--- config.mk ---
export PLATFORM = sky130hd
export DESIGN_NAME = dffram_nr1w_ctrl
export DESIGN_NICKNAME = d
export VERILOG_FILES = /design/src/rtl/dffram_nr1w_ctrl.sv
export SDC_FILE = /design/constraint.sdc
export NUM_CORES = 1
export LEC_CHECK = 0
export BUFFER_PORTS_ARGS = -buffer_cell sky130_fd_sc_hd__buf_4
export CAP_MARGIN = 25
export CORE_MARGIN = 10
export CORE_UTILIZATION = 67
export DETAILED_ROUTE_END_ITERATION = 12
export GPL_TIMING_DRIVEN = 0
export PLACE_DENSITY = 0.95
export SLEW_MARGIN = 20
export SYNTH_ARGS = -nofsm -noshare
export SYNTH_HDL_FRONTEND = slang
export SYNTH_SLANG_ARGS = --single-unit
--- constraint.sdc ---
create_clock -name clk -period 7.28 [get_ports clk]
set_input_delay 1.092 -clock clk [delete_from_list [all_inputs] [get_ports clk]]
set_output_delay 1.092 -clock clk [all_outputs]
set_load 0.02 [all_outputs]
--- src/rtl/dffram_nr1w_ctrl.sv ---
`default_nettype none
// ============================================================================
// Module  : dffram_nr1w_ctrl
// Brief   : DFF register file, 1 write / NR read ports, lane-masked writes,
//           write-through bypass, per-port buffered reads, clear sequencer.
// Revision: 1.0 - initial release
// ============================================================================
module dffram_nr1w_ctrl #(
  parameter int DW    = 8,
  parameter int LW    = 4,
  parameter int DEPTH = 22,
  parameter int AW    = 5,
  parameter int NR    = 2
) (
  input  logic             clk,
  input  logic             rst_n,
  input  logic [NR-1:0]    cfg_rbuf_i,
  input  logic             cfg_wthru_i,
  input  logic             init_req_i,
  input  logic             w_en_i,
  input  logic [AW-1:0]    w_addr_i,
  input  logic [DW-1:0]    w_data_i,
  input  logic [DW/LW-1:0] w_mask_i,
  input  logic [NR*AW-1:0] r_addr_i,
  output logic [NR*DW-1:0] r_data_o,
  output logic             busy_o,
  output logic [1:0]       err_o,
  input  logic             clr_err_i
);

  localparam int            NL        = DW / LW;
  localparam logic [AW:0]   DEPTH_EXT = DEPTH[AW:0];
  localparam logic [AW-1:0] LAST_PTR  = AW'(DEPTH - 1);

  typedef enum logic [0:0] {
    ST_IDLE  = 1'b0,
    ST_CLEAR = 1'b1
  } state_t;

  state_t          state_q, state_d;
  logic [AW-1:0]   ptr_q, ptr_d;
  logic [1:0]      err_q, err_d;
  logic [DW-1:0]   mem_q [DEPTH];

  logic            busy;
  logic            wr_in_range;
  logic            wr_acc;
  logic [DW-1:0]   wr_merge;

  assign busy        = (state_q == ST_CLEAR);
  assign wr_in_range = ({1'b0, w_addr_i} < DEPTH_EXT);
  assign wr_acc      = w_en_i & ~busy & wr_in_range;
  assign busy_o      = busy;
  assign err_o       = err_q;

  // ---------------------------------------------------------------------------
  // Clear sequencer
  // ---------------------------------------------------------------------------
  always_ff @(posedge clk or negedge rst_n) begin
    if (!rst_n) begin
      state_q <= ST_CLEAR;
      ptr_q   <= '0;
      err_q   <= '0;
    end else begin
      state_q <= state_d;
      ptr_q   <= ptr_d;
      err_q   <= err_d;
    end
  end

  always_comb begin
    state_d = state_q;
    ptr_d   = ptr_q;
    case (state_q)
      ST_CLEAR: begin
        if (ptr_q == LAST_PTR) begin
          state_d = ST_IDLE;
          ptr_d   = '0;
        end else begin
          ptr_d   = ptr_q + AW'(1);
        end
      end
      default: begin
        if (init_req_i) begin
          state_d = ST_CLEAR;
          ptr_d   = '0;
        end
      end
    endcase
  end

  // New errors override a simultaneous clear.
  always_comb begin
    err_d = clr_err_i ? 2'b00 : err_q;
    if (w_en_i & ~busy & ~wr_in_range) err_d[0] = 1'b1;
    if (w_en_i & busy)                 err_d[1] = 1'b1;
  end

  // ---------------------------------------------------------------------------
  // Storage: no reset, zeroed by the sweep
  // ---------------------------------------------------------------------------
  always_comb begin
    wr_merge = mem_q[w_addr_i];
    for (int k = 0; k < NL; k++) begin
      if (w_mask_i[k]) wr_merge[k*LW +: LW] = w_data_i[k*LW +: LW];
    end
  end

  always_ff @(posedge clk) begin
    if (busy) begin
      mem_q[ptr_q] <= '0;
    end else if (wr_acc) begin
      mem_q[w_addr_i] <= wr_merge;
    end
  end

  // ---------------------------------------------------------------------------
  // Read ports
  // ---------------------------------------------------------------------------
  for (genvar i = 0; i < NR; i++) begin : g_rd
    logic [AW-1:0] raddr;
    logic          rd_ok;
    logic [DW-1:0] cv;
    logic [DW-1:0] rbuf_q;

    assign raddr = r_addr_i[i*AW +: AW];
    assign rd_ok = ({1'b0, raddr} < DEPTH_EXT) & ~busy;

    always_comb begin
      cv = '0;
      if (rd_ok) begin
        if (cfg_wthru_i & wr_acc & (raddr == w_addr_i)) cv = wr_merge;
        else                                            cv = mem_q[raddr];
      end
    end

    always_ff @(posedge clk or negedge rst_n) begin
      if (!rst_n) rbuf_q <= '0;
      else        rbuf_q <= cv;
    end

    assign r_data_o[i*DW +: DW] = cfg_rbuf_i[i] ? rbuf_q : cv;
  end

endmodule
`default_nettype wire

# Yosys cells after proc, flatten, opt, wreduce, memory -nomap -nowiden
# Memory sizes are Yosys's and may differ from the RTL's.
# Index checks and enable logic that the tools add are counted.
dict set report classes {
  div 0
  reduce_logical 4
  n_mul 0
  n_bitwise 11
  n_mux 25
  shift 0
  n_addsub 1
  eq_ne 3
  order_cmp 3
}
# operator count
set ops {}
lappend ops {{2-to-1 mux 8 bit} 7}
lappend ops {{2-to-1 mux 5 bit} 4}
lappend ops {{< comparator 5 bit (second input constant)} 3}
lappend ops {{2-to-1 mux 1 bit} 11}
lappend ops {{equality test 5 bit} 2}
lappend ops {{AND 1 bit} 9}
lappend ops {{2-to-1 mux 4 bit} 2}
lappend ops {{OR reduction 8 bit} 1}
lappend ops {{nonzero test 2 bit} 3}
lappend ops {{adder 5 x 1 -> 5 bit (second input constant)} 1}
lappend ops {{equality test 5 bit (second input constant)} 1}
lappend ops {{2-to-1 mux 2 bit} 1}
lappend ops {{NOT 1 bit} 2}
dict set report totals {
  latch_bits 0
  regBits 24
  out_inout_bits 19
  memories 1
  elab_cells 54
  romBits 0
  mem_bits_rw 176
}
# memory depth word_bits rd rd_ports_with_merged_regs write_ports line_no
set memory_table {}
lappend memory_table {mem_q 22 8 3 0 1 43} ;# logic [DW-1:0] mem_q [DEPTH];

# Logic depth before layout (Yosys ltp)
dict set report depth {
  depth_word 8
  ltp_mapped 10
  depth_no_buf 7
}

# Worst setup path before layout
# No wires, ideal clock.
dict set report synth_timing {
  path_kind {in2out}
  start {input port w_addr_i[0]}
  end {output port r_data_o[6]}
  required_ns 6.188
  arrival_time_ns 2.820
  cell_stages 9
  path_slack_ns 3.368
  path_cell_list {buf_6 -> buf_6 -> xnor2_1 -> and4_1 -> nand4_2 -> buf_2 -> nand4_1 -> nand2_1 -> o31ai_1}
}
dict set report synth_between {
  elab_chain_cells 7
  word_cells_on_any_way 10
}
# element line_no
set synth_rtl {}
lappend synth_rtl {{from (decl)} 21} ;# input logic [AW-1:0] w_addr_i,
lappend synth_rtl {{< comparator 5 bit} 51} ;# assign wr_in_range = ({1'b0, w_addr_i} < DEPTH_EXT);
lappend synth_rtl {{AND 1 bit} 52} ;# assign wr_acc = w_en_i & ~busy & wr_in_range;
lappend synth_rtl {{AND 1 bit (2 in series)} 132} ;# if (cfg_wthru_i & wr_acc & (raddr == w_addr_i)) cv = wr_merge;
lappend synth_rtl {{2-to-1 mux 8 bit *} 132}
lappend synth_rtl {{2-to-1 mux 8 bit *} 131} ;# if (rd_ok) begin
lappend synth_rtl {{2-to-1 mux 8 bit *} 142} ;# assign r_data_o[i*DW +: DW] = cfg_rbuf_i[i] ? rbuf_q : cv;
lappend synth_rtl {{to (decl)} 25} ;# output logic [NR*DW-1:0] r_data_o,
# Every way passes the cells marked *; elsewhere a longest branch is shown, timed or not.

# Worst setup path after layout
dict set report layout_timing {
  start {input port r_addr_i[5]}
  end {output port r_data_o[15]}
}
dict set report layout_between {
  elab_chain_cells 5
  word_cells_on_any_way 8
}
# element line_no
set layout_rtl {}
lappend layout_rtl {{from (decl)} 24} ;# input logic [NR*AW-1:0] r_addr_i,
lappend layout_rtl {{branches (longest 3 deep; another with memory read (22 x 8 bit))} n/a}
lappend layout_rtl {{2-to-1 mux 8 bit *} 131}
lappend layout_rtl {{2-to-1 mux 8 bit *} 142}
# Every way passes the cells marked *.

==> summary.md <==
| Metric | Value |
|---|---|
| CTS H-tree depth | `4` |
| Simple-gate share of the synthesized area | `10.4%` |
| Slew headroom | `27.3%` |
| Syn_nets | `964` |
| Buf/Inv on CP | `3` |
| Async set-or-reset flop fraction in the synthesized netlist | `12.0%` |
| Fillers | `1047` |
| Layout cells sized above 1 | `20.5%` |
| Max FO, Critical Path | `10` |
| Routability Congestion | `1.10` |
| Clk pin slew, worst setup/hold paths | `80 ps` |
| Synth Warn # | `0` |
| First-pass DRT Iterations | `6` |
| Hold buffers post-CTS | `0` |
| Largest net degree at the start of global routing | `25` |
| Total Nets Final | `1032` |
| Postcts setup bufs | `0` |
| Ports | `52` |
| Main synth FF type | `edfxtp_1` |
| LEAKAGE | `4.85 nW` |
| Die width | `153 um` |
| DRT antenna net count | `0` |
| Register area share after synthesis | `50.0%` |
| Crit path top cell by count | `buf_2` |
| Status | `finished, final reports clean` |
| CP endpoint kind | `output port` |
| Core area | `0.0172 mm^2` |
| TritonCTS buffer count | `17` |
| Vias in the first global route | `9018` |
| Routed wire per std cell | `34.9 um` |
| Number of synthesized flops with an enable pin | `176` |
| Post-DP HPWL | `30.9 mm` |
| Mapped Cells | `929` |
| Worst Tran Pin Value | `1090 ps` |
| Grt total ovfl | `0` |
| Worst path slowest cell | `nor4_1` |
| Std-Cell Rows | `48` |
| Critical path required time | `6190 ps` |
| I/O Buffers | `41` |
| Post_cts resized | `0` |
| Synth-to-layout area growth | `11.1%` |
| Synth Area in Adders | `0.213%` |
| CTS Root Cell | `clkbuf_16` |
| Max stage delay on crit path | `770 ps` |
| Post-synth top area share | `44.9%` |
| Main combinational cell family by area after synthesis | `multiplexers` |
| Total clock sinks | `200` |
| 1st-iter DRT viols | `1904` |
| CTS max path bufs | `2` |
| Peak supply drop | `0.000214 V` |
| Total GRT Usage | `35.8%` |
| Syn Std Cell Area | `0.0118 mm^2` |
| Detailed-route via count | `9655` |
| Dominant cell type by area after synthesis | `edfxtp_1` |
| Syn Area/Cell | `12.7 um^2` |
| Post-Route WL | `43.1 mm` |
| CTS tree | `yes` |
| Final hold vios | `0` |
| DRC | `0` |
| R2R cell count | `7` |
| Pwr/cell area | `264 mW/mm^2` |
| Pins Over Slew Limit | `0` |
| FF+latch count, synth | `200` |
| Synth cell types | `67` |
| Clk_lat worst skew | `460 ps` |
| Worst setup SP type | `primary input` |
| XOR/XNOR Fraction of Synth Area | `0.819%` |
| Max cap viols | `0` |
| Mux contribution to synthesized area | `23.8%` |
| First-pass GRT wire length | `61.5 mm` |
| Ant diodes | `0` |
| Die Ht | `153 um` |
| Top cells by area, synth | `edfxtp_1 45%, mux4_2 12%, mux2i_1 11%, dfrtp_1 4.9%, nand2_1 2.8%` |
| Vias per cell | `7.82` |
| Final min period | `4980 ps` |
| Overall Power | `3.45 mW` |
| Peak Freq | `201 MHz` |
| CP Class | `in2out` |
| Crit-path cells | `buf_2 -> buf_2 -> nor2_1 -> a22oi_1 -> nand2_1 -> o21ai_0 -> nor4_1 -> o41ai_2 -> buf_4` |
| Antenna violations before repair | `0` |
| Clk_skew | `14.4 ps` |
| Final period util | `68.4%` |
| CP top delay family | `simple AND/OR/NAND/NOR gates` |
| Die area | `0.0233 mm^2` |
| Setup TNS | `0 ps` |
| Final setup viols | `0` |
| Initial Utilization | `68.2%` |
| CP arrival | `3890 ps` |
| Critical path depth | `9` |
| Synth Area in Compound Gates | `10.9%` |
| Hold WC Path Type | `in2async` |
| RSZ-0062 raised after global routing | `no` |
[stage by stage]
step / std cells / util, % / area, um^2 / setup WS, ps / hold slack (ps)
final: 1235 / 75.8 / 13100 / 2300 / 518
after global routing: 1235 / 75.8 / 13100 / 2420 / 547
after CTS: 1234 / 75.7 / 13100 / 2520 / 541
after detailed placement: 1202 / 72.2 / 12500 / 2520 / 545
after global placement: 1195 / 71.7 / 12400 / 1600 / 507
after floorplan: 929 / - / 11800 / 3370 / 489
[cells in the mapped netlist (all sizes together) (9+ instances only)]
cell type / number
mux2i: 134
a22o: 14
dfrtp: 23
o21ai: 29
nand4: 10
nand2b: 15
clkbuf: 26
o211ai: 15
buf: 49
edfxtp: 176
nand3: 25
nor2: 55
o31ai: 9
nand2: 89
o22ai: 15
mux4: 65
a21oi: 30
nor2b: 20
a22oi: 34
[placed cells by master, fill, tap and decap left out, types with 9 or more instances in the layout]
cell type	n
a21oi_1	29
a22o_1	14
a22oi_1	33
buf_1	10
buf_2	30
buf_4	46
clkbuf_1	27
clkbuf_16	17
dfrtp_1	23
edfxtp_1	176
mux2i_1	134
mux4_2	65
nand2_1	89
nand2b_1	15
nand3_1	25
nand4_1	9
nor2_1	53
nor2b_1	18
o211ai_1	15
o21ai_0	12
o21ai_1	17
o22ai_1	15
[worst reg2reg max path, cell delays in order, from the launching register on]
cell     delay, ps
dfstp_2        540
nor2b_1        100
o21a_1         120
buf_2          160
buf_2          190
o22ai_1        490
nand2_1        390
nor2_1         920
[kinds of logic (layout without fill, tap and decap cells)]
| family | after synthesis | after routing |
|---|---|---|
| fa+ha+maj | 2 | 2 |
| mux | 199 | 199 |
| simple gates | 249 | 249 |
| flops | 200 | 200 |
| xor+xnor | 11 | 11 |
| buf+inv | 83 | 164 |
| compound gates | 185 | 185 |
[final timing paths]
check	startpoint	endpoint	slack, ps
setup / recovery	r_addr_i[5]	r_data_o[15]	2300
hold / removal	rst_n	g_rd[1].rbuf_q[2]	520
setup reg to reg	busy_o	mem_q[12][4]	3990
hold reg to reg	err_o[0]	err_o[0]	560
max in group asynchronous	rst_n	busy_o	6470
min in group clk	err_o[0]	err_o[0]	560
[sequential cells by signal (all words and copies together) (netlist names)]
register,cells
mem_q,176
g_rd.rbuf_q,16
ptr_q,5
err_o,2
busy_o,1
[metal layers]
| metal | share of wire, % | wire length [um] | GRT usage [%] |
|---|---|---|---|
| met1 | 34 | 14700 | 46.6 |
| met2 | 41 | 17700 | 49.6 |
| met3 | 18 | 7820 | 15.6 |
| met4 | 6.5 | 2810 | 19.1 |
| met5 | 0 | 0 | 0.431 |
[final cells by class]
type	count	area [um^2]	share of cell area [%]
flip-flops and latches	200	5890	45.0
multi-input cells	646	5480	41.9
clock buffers	18	429	3.28
plain buffers	75	408	3.12
repair buffers	49	387	2.96
well taps	225	282	2.15
clock inverters	14	174	1.33
inverters	8	30.0	0.230
[power by group]
part | internal (mW) | total [mW] | switching [mW]
clock | 0.469 | 0.988 | 0.519
sequential | 1.45 | 1.62 | 0.169
combinational | 0.305 | 0.840 | 0.535
(Power assumes the default switching activity.)
